`src/rtl/imm_issue_scheduler.sv`:
```
// Dual-slot issue scheduler: holds one decoded pair, splits it on intra-pair
// RAW / memory-port / control-flow conflicts, and drives sign-extender lane controls.
module imm_issue_scheduler #(
  parameter int unsigned SPLIT_CNT_W = 16
) (
  input  logic                   clk,
  input  logic                   rst,
  input  logic                   flush,
  input  logic                   in_valid,
  output logic                   in_ready,
  input  logic [1:0][4:0]        in_op_code,
  input  logic [1:0][31:0]       in_imm,
  input  logic [1:0]             in_imm_unsigned,
  input  logic [1:0][4:0]        in_rd,
  input  logic [1:0][4:0]        in_rs1,
  input  logic [1:0][4:0]        in_rs2,
  input  logic                   out_ready,
  output logic [1:0]             out_valid,
  output logic [1:0][4:0]        out_op_code,
  output logic [1:0][31:0]       out_imm,
  output logic [1:0]             sx_en,
  output logic [1:0]             sx_type,
  output logic [SPLIT_CNT_W-1:0] split_count
);

  typedef enum logic [1:0] {
    S_EMPTY = 2'd0,
    S_BOTH  = 2'd1,
    S_SLOT1 = 2'd2
  } state_t;

  state_t                 state_q, state_d;
  logic [1:0][4:0]        op_q, op_d;
  logic [1:0][31:0]       imm_q, imm_d;
  logic [1:0]             uns_q, uns_d;
  logic [1:0][4:0]        rd_q, rd_d;
  logic [1:0][4:0]        rs1_q, rs1_d;
  logic [1:0][4:0]        rs2_q, rs2_d;
  logic [SPLIT_CNT_W-1:0] cnt_q, cnt_d;

  logic split;
  logic last_issue;

  function automatic logic uses_rs1(input logic [4:0] op);
    return !((op[2:0] == 3'b101) || (op == 5'b11011));
  endfunction

  function automatic logic uses_rs2(input logic [4:0] op);
    return (op == 5'b01100) || (op == 5'b01000) || (op == 5'b11000);
  endfunction

  function automatic logic is_mem(input logic [4:0] op);
    return (op == 5'b00000) || (op == 5'b01000);
  endfunction

  function automatic logic is_ctrl(input logic [4:0] op);
    return (op == 5'b11000) || ((op[4:2] == 3'b110) && op[0]);
  endfunction

  function automatic logic ext_en(input logic [4:0] op);
    return (op[2:0] == 3'b101) || (op == 5'b00100) || (op == 5'b00000) ||
           (op == 5'b01000) || (op == 5'b11000) || ((op[4:2] == 3'b110) && op[0]);
  endfunction

  function automatic logic ext_uns_class(input logic [4:0] op);
    return (op == 5'b00100) || (op == 5'b00000) || (op == 5'b11000);
  endfunction

  always_comb begin
    split = ((rd_q[0] != 5'd0) &&
             ((uses_rs1(op_q[1]) && (rs1_q[1] == rd_q[0])) ||
              (uses_rs2(op_q[1]) && (rs2_q[1] == rd_q[0])))) ||
            (is_mem(op_q[0]) && is_mem(op_q[1])) ||
            is_ctrl(op_q[0]);
  end

  always_comb begin
    state_d     = state_q;
    op_d        = op_q;
    imm_d       = imm_q;
    uns_d       = uns_q;
    rd_d        = rd_q;
    rs1_d       = rs1_q;
    rs2_d       = rs2_q;
    cnt_d       = cnt_q;
    out_valid   = '0;
    out_op_code = '0;
    out_imm     = '0;
    sx_en       = '0;
    sx_type     = '0;

    case (state_q)
      S_BOTH:  out_valid = split ? 2'b01 : 2'b11;
      S_SLOT1: out_valid = 2'b10;
      default: out_valid = 2'b00;
    endcase

    last_issue = out_ready && (((state_q == S_BOTH) && !split) || (state_q == S_SLOT1));
    in_ready   = !rst && !flush && ((state_q == S_EMPTY) || last_issue);

    if (rst) begin
      state_d = S_EMPTY;
      cnt_d   = '0;
    end else if (flush) begin
      state_d = S_EMPTY;
    end else begin
      if ((state_q == S_BOTH) && out_ready) begin
        state_d = split ? S_SLOT1 : S_EMPTY;
        if (split && (cnt_q != '1))
          cnt_d = cnt_q + SPLIT_CNT_W'(1);
      end
      if ((state_q == S_SLOT1) && out_ready)
        state_d = S_EMPTY;
      // Acceptance overrides the final-issue transition so pairs stream without a bubble.
      if (in_valid && in_ready) begin
        state_d = S_BOTH;
        op_d    = in_op_code;
        imm_d   = in_imm;
        uns_d   = in_imm_unsigned;
        rd_d    = in_rd;
        rs1_d   = in_rs1;
        rs2_d   = in_rs2;
      end
    end

    if (out_valid[0]) begin
      out_op_code[0] = op_q[0];
      out_imm[0]     = imm_q[0];
      sx_en[0]       = ext_en(op_q[0]);
      sx_type[0]     = ext_uns_class(op_q[0]) && uns_q[0];
    end
    if (out_valid[1]) begin
      out_op_code[1] = op_q[1];
      out_imm[1]     = imm_q[1];
      sx_en[1]       = ext_en(op_q[1]);
      sx_type[1]     = ext_uns_class(op_q[1]) && uns_q[1];
    end
  end

  assign split_count = cnt_q;

  always_ff @(posedge clk) begin
    if (rst) begin
      state_q <= S_EMPTY;
      op_q    <= '0;
      imm_q   <= '0;
      uns_q   <= '0;
      rd_q    <= '0;
      rs1_q   <= '0;
      rs2_q   <= '0;
      cnt_q   <= '0;
    end else begin
      state_q <= state_d;
      op_q    <= op_d;
      imm_q   <= imm_d;
      uns_q   <= uns_d;
      rd_q    <= rd_d;
      rs1_q   <= rs1_d;
      rs2_q   <= rs2_d;
      cnt_q   <= cnt_d;
    end
  end

endmodule

```
`config.mk`:
```
export PLATFORM = sky130hd
export DESIGN_NAME = imm_issue_scheduler
export DESIGN_NICKNAME = d
export VERILOG_FILES = /design/src/rtl/imm_issue_scheduler.sv
export SDC_FILE = /design/constraint.sdc
export NUM_CORES = 1
export LEC_CHECK = 0
export ABC_CLOCK_PERIOD_IN_PS = 4210
export BUFFER_PORTS_ARGS = -buffer_cell sky130_fd_sc_hd__buf_4
export CORE_MARGIN = 2
export CORE_UTILIZATION = 50
export DETAILED_ROUTE_END_ITERATION = 8
export PLACE_DENSITY = 0.89
export SLEW_MARGIN = 40
export SYNTH_ARGS = -nofsm -noshare
export SYNTH_HDL_FRONTEND = slang
export SYNTH_SLANG_ARGS = --single-unit
```
`constraint.sdc`:
```
create_clock -name clk -period 4.21 [get_ports clk]
set_clock_uncertainty 0.1 [all_clocks]
set_input_delay 0.2105 -clock clk [delete_from_list [all_inputs] [get_ports clk]]
set_output_delay 0.2105 -clock clk [all_outputs]
set_load 0.02 [all_outputs]
```
; Word-level counts from Yosys, hierarchy flattened
; Cells that the tools add are included.
; Widths: inputs -> output; s select.
[totals]
reg_bits = 109
latch_bits = 0
mem_bits_rw = 0
rom_bits = 0
input_bits = 111
out_inout_bits = 97
elab_cells = 98
memories = 0
[classes]
addsub = 1
multipliers = 0
div_mod_pow = 0
magnitude_cmp = 0
n_eq_ne = 17
n_shift = 0
n_mux = 14
bitwise = 1
reduce_logical = 54
[op_table]
columns = operator, count
row1 = $mux 32, 2
row2 = $logic_or 1x1->1, 25
row3 = $add 16x1->16 const B, 1
row4 = $logic_and 1x1->1, 16
row5 = $ne 16x16->1 const B, 1
row6 = $eq 5x4->1 const B, 3
row7 = $eq 5x5->1 const B, 3
row8 = $eq 3x3->1 const B, 4
row9 = $eq 5x3->1 const B, 2
row10 = $eq 5x5->1, 2
row11 = $logic_not 5->1, 2
row12 = $mux 5, 2
row13 = $mux 1, 7
row14 = $reduce_bool 5->1, 1
row15 = $logic_not 1->1, 4
row16 = $mux 2, 2
row17 = $pmux 2 s2, 1
row18 = $reduce_or 4->1, 1
row19 = $reduce_and 3->1, 1
row20 = $reduce_bool 3->1, 1
row21 = $eq 2x1->1 const B, 1
row22 = $eq 2x2->1 const B, 1
row23 = $logic_not 2->1, 1
row24 = $reduce_and 2->1, 1
row25 = 2 further kinds, 2

; Depth between registers and ports, before layout
; Gate-level depths: netlist (run 1).
[depth]
word_depth = 16
depth_mapped = 10
mapped_depth_nobuf = 8

; Least setup slack after synthesis (run 1)
; Ideal clock, no wire load.
[synth_timing]
path_kind = flip-flop to output port
startpoint = register rd_q[1] (netlist name)
endpoint = output port sx_en[1]
arrival_time_ps = 2118
required_ps = 3899
setup_slack_ps = 1782
stages_incl_launch_ff = 7
path_buffers = 1
cell_sequence = dfxtp_1 -> or4_1 -> nor2_1 -> a21oi_4 -> o31ai_1 -> clkbuf_1 -> and2_1
[synth_between]
elab_chain_len = 9
word_cells_on_any_way = 12
classes_between = eq/ne (2) / mux (3) / reduce/logical (7)
[synth_rtl]
columns = element, line
row1 = start: declaration, 36  ; logic [1:0][4:0] rd_q, rd_d;
row2 = start signal: assignment, 157  ; rd_q <= rd_d;
row3 = "$eq 5x5->1, on equally long branches", "71, 72"
row4 = "$logic_and 1x1->1, on equally long branches", "71, 72"
row5 = $logic_or 1x1->1, 71  ; ((uses_rs1(op_q[1]) && (rs1_q[1] == rd_q[0])) ||
row6 = $logic_and 1x1->1 *, 70  ; split = ((rd_q[0] != 5'd0) &&
row7 = $logic_or 1x1->1 *, 72  ; (uses_rs2(op_q[1]) && (rs2_q[1] == rd_q[0])))) ||
row8 = $logic_or 1x1->1 *, 73  ; (is_mem(op_q[0]) && is_mem(op_q[1])) ||
row9 = $mux 2 *, 93  ; S_BOTH: out_valid = split ? 2'b01 : 2'b11;
row10 = $pmux 2 s2 *, 92  ; case (state_q)
row11 = via out_valid[1], 18  ; output logic [1:0] out_valid,
row12 = $mux 1 *, 132  ; if (out_valid[1]) begin
row13 = end: declaration, 21  ; output logic [1:0] sx_en,
; Mark *: on every way through the listed nets, which the timed path passes. The rest lies on a longest branch.

==> results of run 1 <==
[cell type report]
cell class | instances | area (sq um)
inverters | 6 | 22.52
clock buffers | 12 | 155.1
fillers | 613 | 2195
clock inverters | 4 | 22.52
well taps | 133 | 166.4
flip-flops and latches | 109 | 2182
multi-input cells | 397 | 2664
repair buffers | 280 | 2322
[layout by cell type (no fill, tap or decap), types with 3 or more instances in the layout]
cell type,n
buf_4,193
dfxtp_1,109
nor2_1,101
mux2i_1,92
dlygate4sd3_1,85
and2_1,77
a21oi_1,19
o21ai_0,11
clkbuf_8,11
nand2_1,10
or4_1,9
nand3_1,8
xor2_1,8
o31ai_1,8
or3_1,8
inv_1,6
nor3_1,5
nand4_1,4
and4_1,4
ha_1,4
xnor2_1,3
clkinv_2,3
[cell usage after synthesis, types with 2 or more instances]
master | instances | area (sq um)
dfxtp_1 | 109 | 2182
nor2_1 | 101 | 379.1
mux2i_1 | 92 | 920.9
and2_1 | 77 | 481.7
a21oi_1 | 20 | 100.1
clkbuf_1 | 20 | 75.07
buf_2 | 13 | 65.06
o21ai_0 | 11 | 55.05
nand2_1 | 10 | 37.54
o31ai_1 | 9 | 67.56
or4_1 | 9 | 67.56
nand3_1 | 8 | 40.04
or3_1 | 8 | 50.05
xor2_1 | 8 | 70.07
inv_1 | 6 | 22.52
ha_1 | 5 | 62.56
nor3_1 | 5 | 25.02
and4_1 | 4 | 35.03
nand4_1 | 4 | 25.02
buf_6 | 3 | 33.78
xnor2_1 | 3 | 26.28
a21boi_0 | 2 | 15.01
a31oi_1 | 2 | 12.51
and3_1 | 2 | 12.51
nand2b_1 | 2 | 12.51
nand3b_1 | 2 | 15.01
o22ai_1 | 2 | 12.51
o31a_1 | 2 | 17.52
[state kept, by name, indices dropped and copies added (netlist names)]
register,flops
rs1_q,5
split_count,16
op_q,10
rs2_q,5
uns_q,2
state_q,2
imm_q,64
rd_q,5
[per-layer routing]
metal,global-route usage,wire [um]
met1,0.3244,6206
met2,0.4925,7593
met4,0.1187,380
met5,0,0
met3,0.06892,1063
[cells by family (layout without fill, tap and decap cells)]
logic type | after synthesis | count (layout) | synth area share
and+or+nand+nor | 236 | 236 | 0.2427
xor gates and xnor gates | 11 | 11 | 0.01925
adders and majority gates | 5 | 5 | 0.01250
AOI/OAI and AO/OA | 53 | 53 | 0.06648
buffers and inverters | 42 | 302 | 0.03924
DFF | 109 | 109 | 0.4359
muxes | 92 | 92 | 0.1840
[worst max-delay path: cells and delay by family, from the launching register on]
family,cells,cell delay (ps)
compound gates,2,310
buf+inv,2,520
flops,1,360
simple gates,3,1020
[power by group]
group / total, mW / switching [mW] / internal (mW)
Clock: 0.587 / 0.341 / 0.245
Combinational: 0.369 / 0.166 / 0.203
Sequential: 1.12 / 0.0368 / 1.08
[repair_timing]
action | CTS | global route
gates resized for setup | 0 | 0
setup buffers | 0 | 0
endpoints found under the hold margin | 85 | 0
hold buffers | 85 | 0
[per-stage QoR]
step           power, mW  hold slack, ps  std cells    util  setup WS [ps]
2_1_floorplan      1.308           257.3        548       -           1782
3_3_place_gp       1.411           342.8        840  0.6668           1462
3_5_place_dp       1.429           354.8        840  0.6683           1421
4_1_cts            2.073           1.840        941  0.7740           1333
5_1_grt            2.158           8.620        941  0.7744           1152
6_report           2.071           4.215        941  0.7744           1313
[final timing paths]
check / start / end / slack (ps) / cells past startpoint
max reg2reg: rd_q[1] / imm_q[43] / 1490 / 7
min reg2reg: uns_q[0] / uns_q[0] / 390 / 2
max: rd_q[1] / out_imm[61] / 1310 / 7
min: in_imm[38] / imm_q[38] / 4 / 3
==> results.md, run 1 <==
* Die H at 104.1 um
* Worst Path Arrival at 2590 ps
* Initial DRC count at 261
* Die span in x at 104.1 um
* Period utilization at 0.6882
* I/O pin cnt at 208
* Power Density at 274.9 nW/um^2
* Port Buffers at 192
* Post-synth cell types at 37
* CORE AREA at 9729 sq um
* Clk_lat worst skew at 370 ps
* Synth Instances at 548
* CTS H-tree lvls at 3
* VDD IR-drop max at 0.1572 mV
* Initial Util at 0.5145
* CTS Buf Count at 9
* Antenna violations before repair at 0
* Required time worst endpoint at 3900 ps
* RSZ-0062 raised after global routing: no
* Most used cell, CP: buf_4
* Mean post-synth cell area at 9.135 sq um
* GRT overflow at 0
* Critical path capture point type: output port
* CTS tree: yes
* DP HPWL at 8987 um
* Final setup viols at 0
* Design area at 7535 sq um
* Async set-reset flop share out of synthesis at 0
* Largest stage delay on the critical path at 560 ps
* Total number of vias at 4893
* Top FF cell, synth: dfxtp_1
* CP Class: reg -> out
* Via density at 5.200
* CTS root buffer: clkbuf_8
* Drt wl/cell at 16.20 um
* Vias in the first global route at 5028
* Final ANT Viol Nets at 0
* ANT cells at 0
* Fin. Hold Viols at 0
* Slowest cell on the critical path: or4_1
* EDFF count, synth at 0
* Longest Clk Path Bufs at 2
* Clock Sink Count at 109
* Largest net degree at the start of global routing at 110
* Clk slew on worst S/H paths at 100 ps
* Worst min-delay path class: in -> reg
* Post-route setup TNS at 0 ps
* Gp weighted congestion at 0.8398
* Ys Warns at 0
* Max_cap viols at 0
* Leak at 3.288 nW
* Tmin final at 2897 ps
* FP Rows at 36
* First-pass GRT wire length at 24740 um
* GRT Total Usage at 0.2803
* DP Area at 6502 sq um
* Worst Tran Pin Value at 840.8 ps
* Post-synthesis cell area at 5006 sq um
* Critical path peak fanout at 40
* Total wire length at 15240 um
* Synthesis-to-finish area growth at 50.51%
* Flops & latches, synth at 109
* Max frequency at 345.1 MHz
* Sequential fraction of the synthesis area at 0.4359
* Worst rel slew slack at 0.4394
* Nets at 919
* Status: finished, final reports clean
* DR pass1 iterations at 4
* Layout cell share with drive strength beyond 1 at 0.2673
* Full die area at 10830 sq um
* Slew Viols, Final at 0
* Post-Synthesis Net Count at 664
* CP Cell Sequence: or4_1 -> nor2_1 -> a21oi_4 -> o31ai_4 -> buf_4 -> and2_1 -> buf_4
* CP startpoint kind: flop
* Residual DRC at 0
Note: power is estimated with default switching activity, not from simulation.
==> inputs of run 2 (changes only) <==
Settings changed: ABC_CLOCK_PERIOD_IN_PS 4210 to 3000, CORE_UTILIZATION 50 to 48, PLACE_DENSITY 0.89 to 0.86.
Clock period 4.21 ns to 3 ns, I/O delays scaled along.
==> run 2 against run 1 <==
Compared with the run above:
- final cell count rose by 1.8%
- via count grew 1.6%
- clock-buffer cell count is the same
- combinational power increased by 46%
- critical path type unchanged
==> results.md, run 2 (synthesized netlist as in run 1, its figures left out) <==
* FP Rows at 37
* Leak at 3.363 nW
* Tmin final at 2854 ps
* Filler instances at 646
* Period utilization at 0.9514
* Crit path setup slack, layout at 145.8 ps
* GRT overflow at 0
* Synthesis-to-finish area growth at 53.54%
* Post-route setup TNS at 0 ps
* Required time worst endpoint at 2750 ps
* GRT Total Usage at 0.2706
* DR pass1 iterations at 5
* Setup WS pre-CTS at 484.4 ps
* VDD IR-drop max at 0.3054 mV
* Residual DRC at 0
* Clk slew on worst S/H paths at 100 ps
* CTS root buffer: clkbuf_8
* Multi-input logic area at 2661 sq um
* Finished Core Util at 0.7513
* Die span in x at 106.1 um
* Most flops, register: imm_q
* Final ANT Viol Nets at 0
* Layout Cells excl Fill at 958
* RSZ-0062 raised after global routing: no
* Critical path peak fanout at 40
* Worst rel slew slack at 0.5466
* Nets at 933
* Longest Clk Path Bufs at 2
* GR Layer Usage met2 at 0.4808
* CP Class: reg -> out
* Port Buffers at 192
* Total wire length at 15260 um
* Worst min-delay path class: in -> reg
* First-pass GRT wire length at 24620 um
* Drt wl/cell at 15.93 um
* Setup bufs post-CTS at 0
* Worst Path Arrival at 2600 ps
* Met3 GRT Util at 0.06744
* CORE AREA at 10230 sq um
* Worst Tran Pin Value at 680.1 ps
* Final setup viols at 0
* Most common cell after layout, fill and taps aside: buf_4
* ANT cells at 0
* Full die area at 11260 sq um
* Reg area at 2182 sq um
* DP HPWL at 9166 um
* Gr busiest metal: met2
* Most frequent cells in the layout: buf_4 (200), dfxtp_1 (109), nor2_1 (101), mux2i_1 (92), dlygate4sd3_1 (91)
* Status: finished, final reports clean
* Fin. Hold Viols at 0
* Worst R2R Path Depth at 7
* Clk_lat worst skew at 360 ps
* Post-cts gate resize count at 0
* Initial Util at 0.4893
* Antenna violations before repair at 0
* Initial DRC count at 277
* Min-Delay Path Depth at 3
* Critical path capture point type: output port
* Largest net degree at the start of global routing at 79
* Met1 usage at 0.3119
* CP startpoint kind: flop
* Layout cell share with drive strength beyond 1 at 0.2713
* I/O pin cnt at 208
* CTS Buf Count at 9
* CTS H-tree lvls at 3
* Slew Viols, Final at 0
* Gp weighted congestion at 0.8238
* Clock Sink Count at 109
* Max_cap viols at 0
* Power consumption at 2.926 mW
* Max frequency at 350.4 MHz
* Power Density at 380.7 nW/um^2
* Vias in the first global route at 5141
* CTS tree: yes
* Die H at 106.1 um
* Via density at 5.189
* Total number of vias at 4971
* Max FFs per register at 64
* Placed Cells at 850
run 2: cell count changes in the layout (fill, tap and decap cells not counted):
cell,delta
buf_12,+3
buf_4,+7
ha_1,+1
dlygate4sd3_1,+6
ha_2,-1
buf_6,-2
run 2: final timing paths:
| kind | start | slack, ps | endpoint |
|---|---|---|---|
| max | rd_q[1] | 150 | out_imm[34] |
| min | flush | 20 | state_q[0] |
| max reg2reg | rd_q[0] | 440 | split_count[9] |
| min reg2reg | imm_q[15] | 390 | imm_q[15] |
run 2: area by class of cell:
type                       instances  share of cell area
clock buffer                      12             0.02019
clock inverter                     4            0.002930
inverter                           6            0.002930
multi-input combinational        397              0.3462
sequential                       109              0.2839
tap                              136             0.02214
timing repair buffer             294              0.3217
run 2: worst max-delay path, cell delays in order, from the launching register on:
cell and delay [ps]:
dfxtp_1 360, or4_1 540, nor2_1 250, a21oi_4 100, o31ai_4 220, buf_4 360
and2_1 240, buf_4 160
run 2: per-stage QoR:
stage	cell area, sq um	hold slack, ps
floorplan	5006	196.8
global placement	6569	283.3
detailed placement	6578	291.5
CTS	7666	7.703
global route	7686	25.26
finish	7686	23.98
run 2: what timing repair did:
| item | in CTS | in global routing |
|---|---|---|
| hold buffers | 91 | 0 |
| endpoints found under the hold margin | 91 | 0 |
| setup endpoints to repair | 0 | 0 |
run 2: power by group:
| part | switching [mW] | leakage, nW | total [mW] | internal (mW) |
|---|---|---|---|---|
| clock | 0.483 | 0.0921 | 0.827 | 0.345 |
| combinational | 0.237 | 2.38 | 0.538 | 0.300 |
| sequential | 0.0481 | 0.889 | 1.56 | 1.51 |
run 2: layer usage:
layer,share of wire,wire [um],vias up
met5,0,0,-
met1,0.40,6168,2352
met3,0.070,1062,31
li1,-,-,2392
met4,0.025,376,0
met2,0.50,7654,196
